<file path="src/rtl/pxs_pkg.sv">
// Shared stream-layout constants for the pixel stream blocks.
// Field offsets and the packed stream width derive from COORD_W and CW.
package pxs_pkg;
  localparam int AV_OFS = 0;
  localparam int VS_OFS = 1;
  localparam int HS_OFS = 2;
  localparam int Y_OFS  = 3;

  localparam logic SYNC_ACT_LOW  = 1'b0;
  localparam logic SYNC_ACT_HIGH = 1'b1;

  function automatic int x_ofs(input int coord_w);
    return Y_OFS + coord_w;
  endfunction

  function automatic int b_ofs(input int coord_w);
    return Y_OFS + 2*coord_w;
  endfunction

  function automatic int g_ofs(input int coord_w, input int cw);
    return b_ofs(coord_w) + cw;
  endfunction

  function automatic int r_ofs(input int coord_w, input int cw);
    return b_ofs(coord_w) + 2*cw;
  endfunction

  function automatic int str_w(input int coord_w, input int cw);
    return 3*cw + 2*coord_w + 3;
  endfunction
endpackage

</file>
<file path="src/rtl/pxs_str_dly.sv">
// Clock-enabled register chain of DEPTH words; each stage loads rst_val on reset.
module pxs_str_dly #(
  parameter int W     = 26,
  parameter int DEPTH = 1
) (
  input  logic         clk,
  input  logic         rst_n,
  input  logic         ce,
  input  logic [W-1:0] rst_val,
  input  logic [W-1:0] din,
  output logic [W-1:0] dout
);
  logic [W-1:0] stg [DEPTH+1];

  assign stg[0] = din;

  for (genvar i = 0; i < DEPTH; i++) begin : g_stg
    always_ff @(posedge clk or negedge rst_n)
      if (!rst_n)  stg[i+1] <= rst_val;
      else if (ce) stg[i+1] <= stg[i];
  end

  assign dout = stg[DEPTH];
endmodule

</file>
<file path="src/rtl/pxs_str_unpack.sv">
// Delays and unpacks a packed pixel stream, blank-masks colour and flags sync edges.
// Optional frame counter enabled by defining PXS_FRAME_CNT_EN.
module pxs_str_unpack
  import pxs_pkg::*;
#(
  parameter int   COORD_W  = 10,
  parameter int   CW       = 1,
  parameter int   DELAY    = 1,
  parameter logic SYNC_POL = SYNC_ACT_LOW,
  parameter int   FCW      = 8,
  localparam int  SW       = str_w(COORD_W, CW)
) (
  input  logic               clk,
  input  logic               rst_n,
  input  logic               pix_ce,
  input  logic [SW-1:0]      str_i,
  output logic               HSync,
  output logic               VSync,
  output logic [CW-1:0]      Red,
  output logic [CW-1:0]      Green,
  output logic [CW-1:0]      Blue,
  output logic [COORD_W-1:0] XCoord,
  output logic [COORD_W-1:0] YCoord,
  output logic               ActiveVideo,
  output logic               line_start,
  output logic               frame_start
`ifdef PXS_FRAME_CNT_EN
  ,
  output logic [FCW-1:0]     frame_cnt
`endif
);
  localparam int XO = x_ofs(COORD_W);
  localparam int BO = b_ofs(COORD_W);
  localparam int GO = g_ofs(COORD_W, CW);
  localparam int RO = r_ofs(COORD_W, CW);
  localparam logic [SW-1:0] RST_WORD = {{(SW-3){1'b0}}, ~SYNC_POL, ~SYNC_POL, 1'b0};

  if (DELAY < 1 || DELAY > 8 || FCW < 1) begin : g_bad_param
    $error("pxs_str_unpack: DELAY must be 1..8 and FCW >= 1");
  end

  logic [SW-1:0] q;

  pxs_str_dly #(.W(SW), .DEPTH(DELAY)) u_dly (
    .clk     (clk),
    .rst_n   (rst_n),
    .ce      (pix_ce),
    .rst_val (RST_WORD),
    .din     (str_i),
    .dout    (q)
  );

  assign ActiveVideo = q[AV_OFS];
  assign VSync       = q[VS_OFS];
  assign HSync       = q[HS_OFS];
  assign YCoord      = q[Y_OFS +: COORD_W];
  assign XCoord      = q[XO +: COORD_W];
  assign Blue        = ActiveVideo ? q[BO +: CW] : '0;
  assign Green       = ActiveVideo ? q[GO +: CW] : '0;
  assign Red         = ActiveVideo ? q[RO +: CW] : '0;

  // hist holds the output syncs from before the last shift; shifted marks
  // the single clk following an enabled edge, so each edge pulses once.
  logic hs_hist, vs_hist, shifted;

  always_ff @(posedge clk or negedge rst_n)
    if (!rst_n) begin
      hs_hist <= ~SYNC_POL;
      vs_hist <= ~SYNC_POL;
      shifted <= 1'b0;
    end else begin
      shifted <= pix_ce;
      if (pix_ce) begin
        hs_hist <= HSync;
        vs_hist <= VSync;
      end
    end

  assign line_start  = shifted && (HSync == SYNC_POL) && (hs_hist != SYNC_POL);
  assign frame_start = shifted && (VSync == SYNC_POL) && (vs_hist != SYNC_POL);

`ifdef PXS_FRAME_CNT_EN
  // Count is already advanced during the frame_start clk.
  logic [FCW-1:0] cnt_q;

  assign frame_cnt = cnt_q + FCW'(frame_start);

  always_ff @(posedge clk or negedge rst_n)
    if (!rst_n) cnt_q <= '0;
    else        cnt_q <= frame_cnt;
`endif
endmodule

</file>
<file path="config.mk">
export PLATFORM = sky130hd
export DESIGN_NAME = pxs_str_unpack
export DESIGN_NICKNAME = d
export VERILOG_FILES = /design/src/rtl/pxs_pkg.sv /design/src/rtl/pxs_str_dly.sv /design/src/rtl/pxs_str_unpack.sv
export SDC_FILE = /design/constraint.sdc
export NUM_CORES = 1
export LEC_CHECK = 0
export BUFFER_PORTS_ARGS = -buffer_cell sky130_fd_sc_hd__buf_4
export CAP_MARGIN = 20
export CORE_UTILIZATION = 42
export CTS_CLUSTER_SIZE = 10
export DETAILED_ROUTE_END_ITERATION = 16
export PLACE_DENSITY = 0.8
export SETUP_SLACK_MARGIN = 0.05
export SYNTH_ARGS = -nofsm -noshare
export SYNTH_HDL_FRONTEND = slang
export SYNTH_SLANG_ARGS = --single-unit
</file>
<file path="constraint.sdc">
create_clock -name clk -period 0.8 [get_ports clk]
set_input_delay 0.04 -clock clk [delete_from_list [all_inputs] [get_ports clk]]
set_output_delay 0.04 -clock clk [all_outputs]
set_load 0.02 [all_outputs]
</file>
Word level (Yosys, flattened, before mapping)

Cells that the tools add are included.

Bits in read-only memories: 0
Bits in latches: 0
Memories kept: 0
Register bits: 29
Memory bits (writable): 0

Shift-type cells: 0
Add/sub/neg operators: 0
Multiply operators: 0
Eq/ne operators: 0
Multiplexer cells: 3
Reductions and logical operators: 4
Magnitude comparators: 0
Bitwise gates (word level): 2
Divide/modulo/power cells: 0

Operator list:

| kind              | count |
|---|---|
| logical AND 1 bit | 4 |
| 2-to-1 mux 1 bit  | 3 |
| inverter 1 bit    | 2 |

Logic depth before layout (Yosys ltp)

Word-level depth: 3
Depth in mapped cells: 3
Mapped depth without buffers: 1

Worst setup path before layout

Ideal clock, no wire load.

Path type: flip-flop to output port
Start point: register u_dly.stg, in the netlist u_dly.dout[1]
End point: output port frame_start
Path buffers: 0
Stages on the path, launching flop included: 2
Path slack: -76 ps
Data arrival time: 836 ps
Cell sequence: dfstp_2 -> and3b_1

Cells in the longest elaborated chain, start to end: 3

RTL lines:

| element                           | line                 | text |
|---|---|---|
| from (decl)                       | pxs_str_dly.sv:13    | `logic [W-1:0] stg [DEPTH+1];` |
| from (signal, indexed assignment) | pxs_str_dly.sv:19    | `if (!rst_n) stg[i+1] <= rst_val;` |
| from (signal, indexed assignment) | pxs_str_dly.sv:20    | `else if (ce) stg[i+1] <= stg[i];` |
| inverter 1 bit                    | pxs_str_unpack.sv:80 | `assign frame_start = shifted && (VSync == SYNC_POL) && (vs_hist != SYNC_POL);` |
| logical AND 1 bit (2 in a row)    | pxs_str_unpack.sv:80 |  |
| to (decl)                         | pxs_str_unpack.sv:26 | `output logic frame_start` |

No other way between the ends.

Final worst setup path

Ends and elaborated chain as after synthesis.

==> impl_metrics.json <==
{
  "netlist_area_um2": 1359,
  "violations": "setup timing",
  "portBuffers": 56,
  "critPathLaunchType": "flop",
  "power_frac_seq": 0.440,
  "gp_congestion": 0.6724,
  "rsz0062_at_grt": "yes",
  "yosysUniqueCellTypes": 9,
  "io_pins": 57,
  "cts.path.max_buffers": 2,
  "power.leakage_nw": 1.137,
  "hold_viol_final": 0,
  "dp_hpwl_um": 1678,
  "clk_root_buffer_cell": "clkbuf_4",
  "fin_skew_ps": 6.249,
  "post_drt_wl_per_cell_um": 15.16,
  "async_flop_share": 1.000,
  "diodes": 0,
  "drtIter0Drc": 16,
  "synth.most_common_cell": "dfrtp_1",
  "clkSinkCount": 29,
  "synth-edff-count": 0,
  "dieHeight_um": 58.88,
  "cts-buffers-inserted": 5,
  "postPlaceCellArea_um2": 1689,
  "synth_area_leaders": "dfrtp_1 46%, mux2_4 22%, buf_4 11%",
  "timing.rr.end": "hs_hist",
  "whs_ps": 43.23,
  "synth-seq-cells": 29,
  "clk_pin_slew_ps": 90,
  "synth-seq-area-share": 0.5378,
  "synthDominantCellAreaShare": 0.4604,
  "rr_worst_depth": 3,
  "grt_pass1_wl_um": 4830,
  "grt_pass1_vias": 1049,
  "switchingPower_w": 0.001045,
  "num_rows": 20,
  "worstHoldPathType": "in2reg",
  "drv_slew": 0,
  "routed_via_density": 4.366,
  "synthCells": 85,
  "die-area_um2": 3467,
  "p_per_area_nw_per_um2": 1733,
  "swShare": 0.2623,
  "min_period_over_period": 1.515,
  "power_frac_comb": 0.312,
  "tns_ps": -6110,
  "grt_max_degree": 30,
  "grt_use_total": 0.2025,
  "r2r_setup_slack_ps": -140,
  "critPathArrivalTime_ps": 1170,
  "max_slew_margin": 0.7610,
  "ir_drop_mv": 1.186,
  "clk_latency_ps": 310,
  "area_delta_synth_final_pct": 69.25,
  "drc_errors": 0,
  "worst_slew_pin_slew_ps": 358.4,
  "synth_commonest_cells": "25 x dfrtp_1, 20 x buf_4, 20 x mux2_4",
  "drive_above_1_share": 0.6919,
  "holdPathEnd": "shifted",
  "hp-start": "pix_ce",
  "h-tree-depth": 2,
  "endpoint_kind": "output pin",
  "synth_area_leader_cell": "dfrtp_1",
  "dr.pass1.iters": 2,
  "place_ws_ps": -68.39,
  "timing.final.ws_setup_ps": -411.8,
  "power_w": 0.003986,
  "finalInstanceArea_um2": 2300,
  "core-area_um2": 3053,
  "tritoncts": "built",
  "drv_cap": 0,
  "setup_viol": 47,
  "antenna_found_initial": 0,
  "p_int_w": 0.002940,
  "ys.flop_type": "dfrtp_1",
  "wl_um": 3274,
  "outcome": "finished with violations",
  "cp_max_fo": 2,
  "finish.net_count": 200,
  "ant_nets": 0,
  "synth.avg_cell_area_um2": 15.99,
  "clkPwrFrac": 0.249,
  "synthesis.nets": 114,
  "fmax_ghz": 0.8252,
  "finalCriticalPeriod_ps": 1212,
  "start_util": 0.4451,
  "path_class": "reg2out",
  "r2r-start": "u_dly.dout[2]",
  "ys_warn_count": 0,
  "holdPathStages": 2,
  "required_ps": 760,
  "via_count": 943,
  "overflow": 0,
  "die_x_um": 58.88
}
-- worst max-delay path by stage --
stage	start	to	slack [ps]	depth (start not counted)
final	u_dly.dout[1]	frame_start	-410	2
after global routing	u_dly.dout[2]	line_start	-470	2
after detailed placement	u_dly.dout[1]	frame_start	-70	2
after floorplan	u_dly.dout[1]	frame_start	-80	1
after CTS	u_dly.dout[1]	frame_start	-410	2
after global placement	u_dly.dout[2]	line_start	-60	2
-- kinds of logic after synthesis --
family | count (synthesis) | share of synthesized area
buffers and inverters | 23 | 0.1482
AND/OR/NAND/NOR | 5 | 0.02671
multiplexers | 28 | 0.2873
flip-flops | 29 | 0.5378
-- cell usage in the layout (no fill, tap or decap) --
cell and instances:
clkbuf_4 5, buf_4 35, dlygate4sd3_1 27, dfrtp_2 1
and2_4 3, buf_12 2, and3b_1 2, buf_6 38
mux2_4 22, mux2_2 6, dfstp_2 4, dfrtp_1 24
clkinv_2 1, clkbuf_8 2
-- worst max-delay path, stage by stage, from the launching register on --
cell and delay, ps:
dfstp_2 540, and3b_1 190, buf_6 130
-- state kept, by name, indices dropped and copies added, names as in the netlist --
| register | flops |
|---|---|
| vs_hist | 1 |
| hs_hist | 1 |
| u_dly.dout | 26 |
| shifted | 1 |
-- final cells by class --
type / count / area, um2
Tap cell: 44 / 55.05
Multi-Input combinational cell: 33 / 441.7
Timing Repair Buffer: 102 / 1001
Fill cell: 200 / 753.2
Sequential cell: 29 / 732.0
Clock inverter: 1 / 5.005
Clock buffer: 7 / 65.06
-- power groups by stage --
stage / combinational [W] / clock, W / sequential, W
detailed placement: 0.000867 / 0 / 0.00174
CTS: 0.00118 / 0.00103 / 0.00174
floorplan: 0.000601 / 0 / 0.00174
finish: 0.00124 / 0.000992 / 0.00175
global placement: 0.000850 / 0 / 0.00173
global route: 0.00131 / 0.00111 / 0.00177
-- metal layers --
metal / share of wire / global-route usage / vias to the layer above
met3: 0.036 / 0.04396 / 8
met2: 0.59 / 0.3782 / 40
met5: 0 / 0 / -
met1: 0.35 / 0.1971 / 458
li1: - / - / 437
met4: 0.027 / 0.1361 / 0
-- timing repair --
action,in CTS,in global routing
hold buffers,27,0
endpoints found under the setup margin,53,56
endpoints found under the hold margin,55,0
setup buffers,12,3
pin swaps,1,0
gates resized for setup,34,9
-- through the flow --
| step | utilization | cells |
|---|---|---|
| finish | 0.7533 | 216 |
| global route | 0.7533 | 216 |
| CTS | 0.7348 | 213 |
| detailed placement | 0.5533 | 166 |
| global placement | 0.5533 | 166 |
| floorplan | - | 85 |
Note: power is estimated with default switching activity, not from simulation.
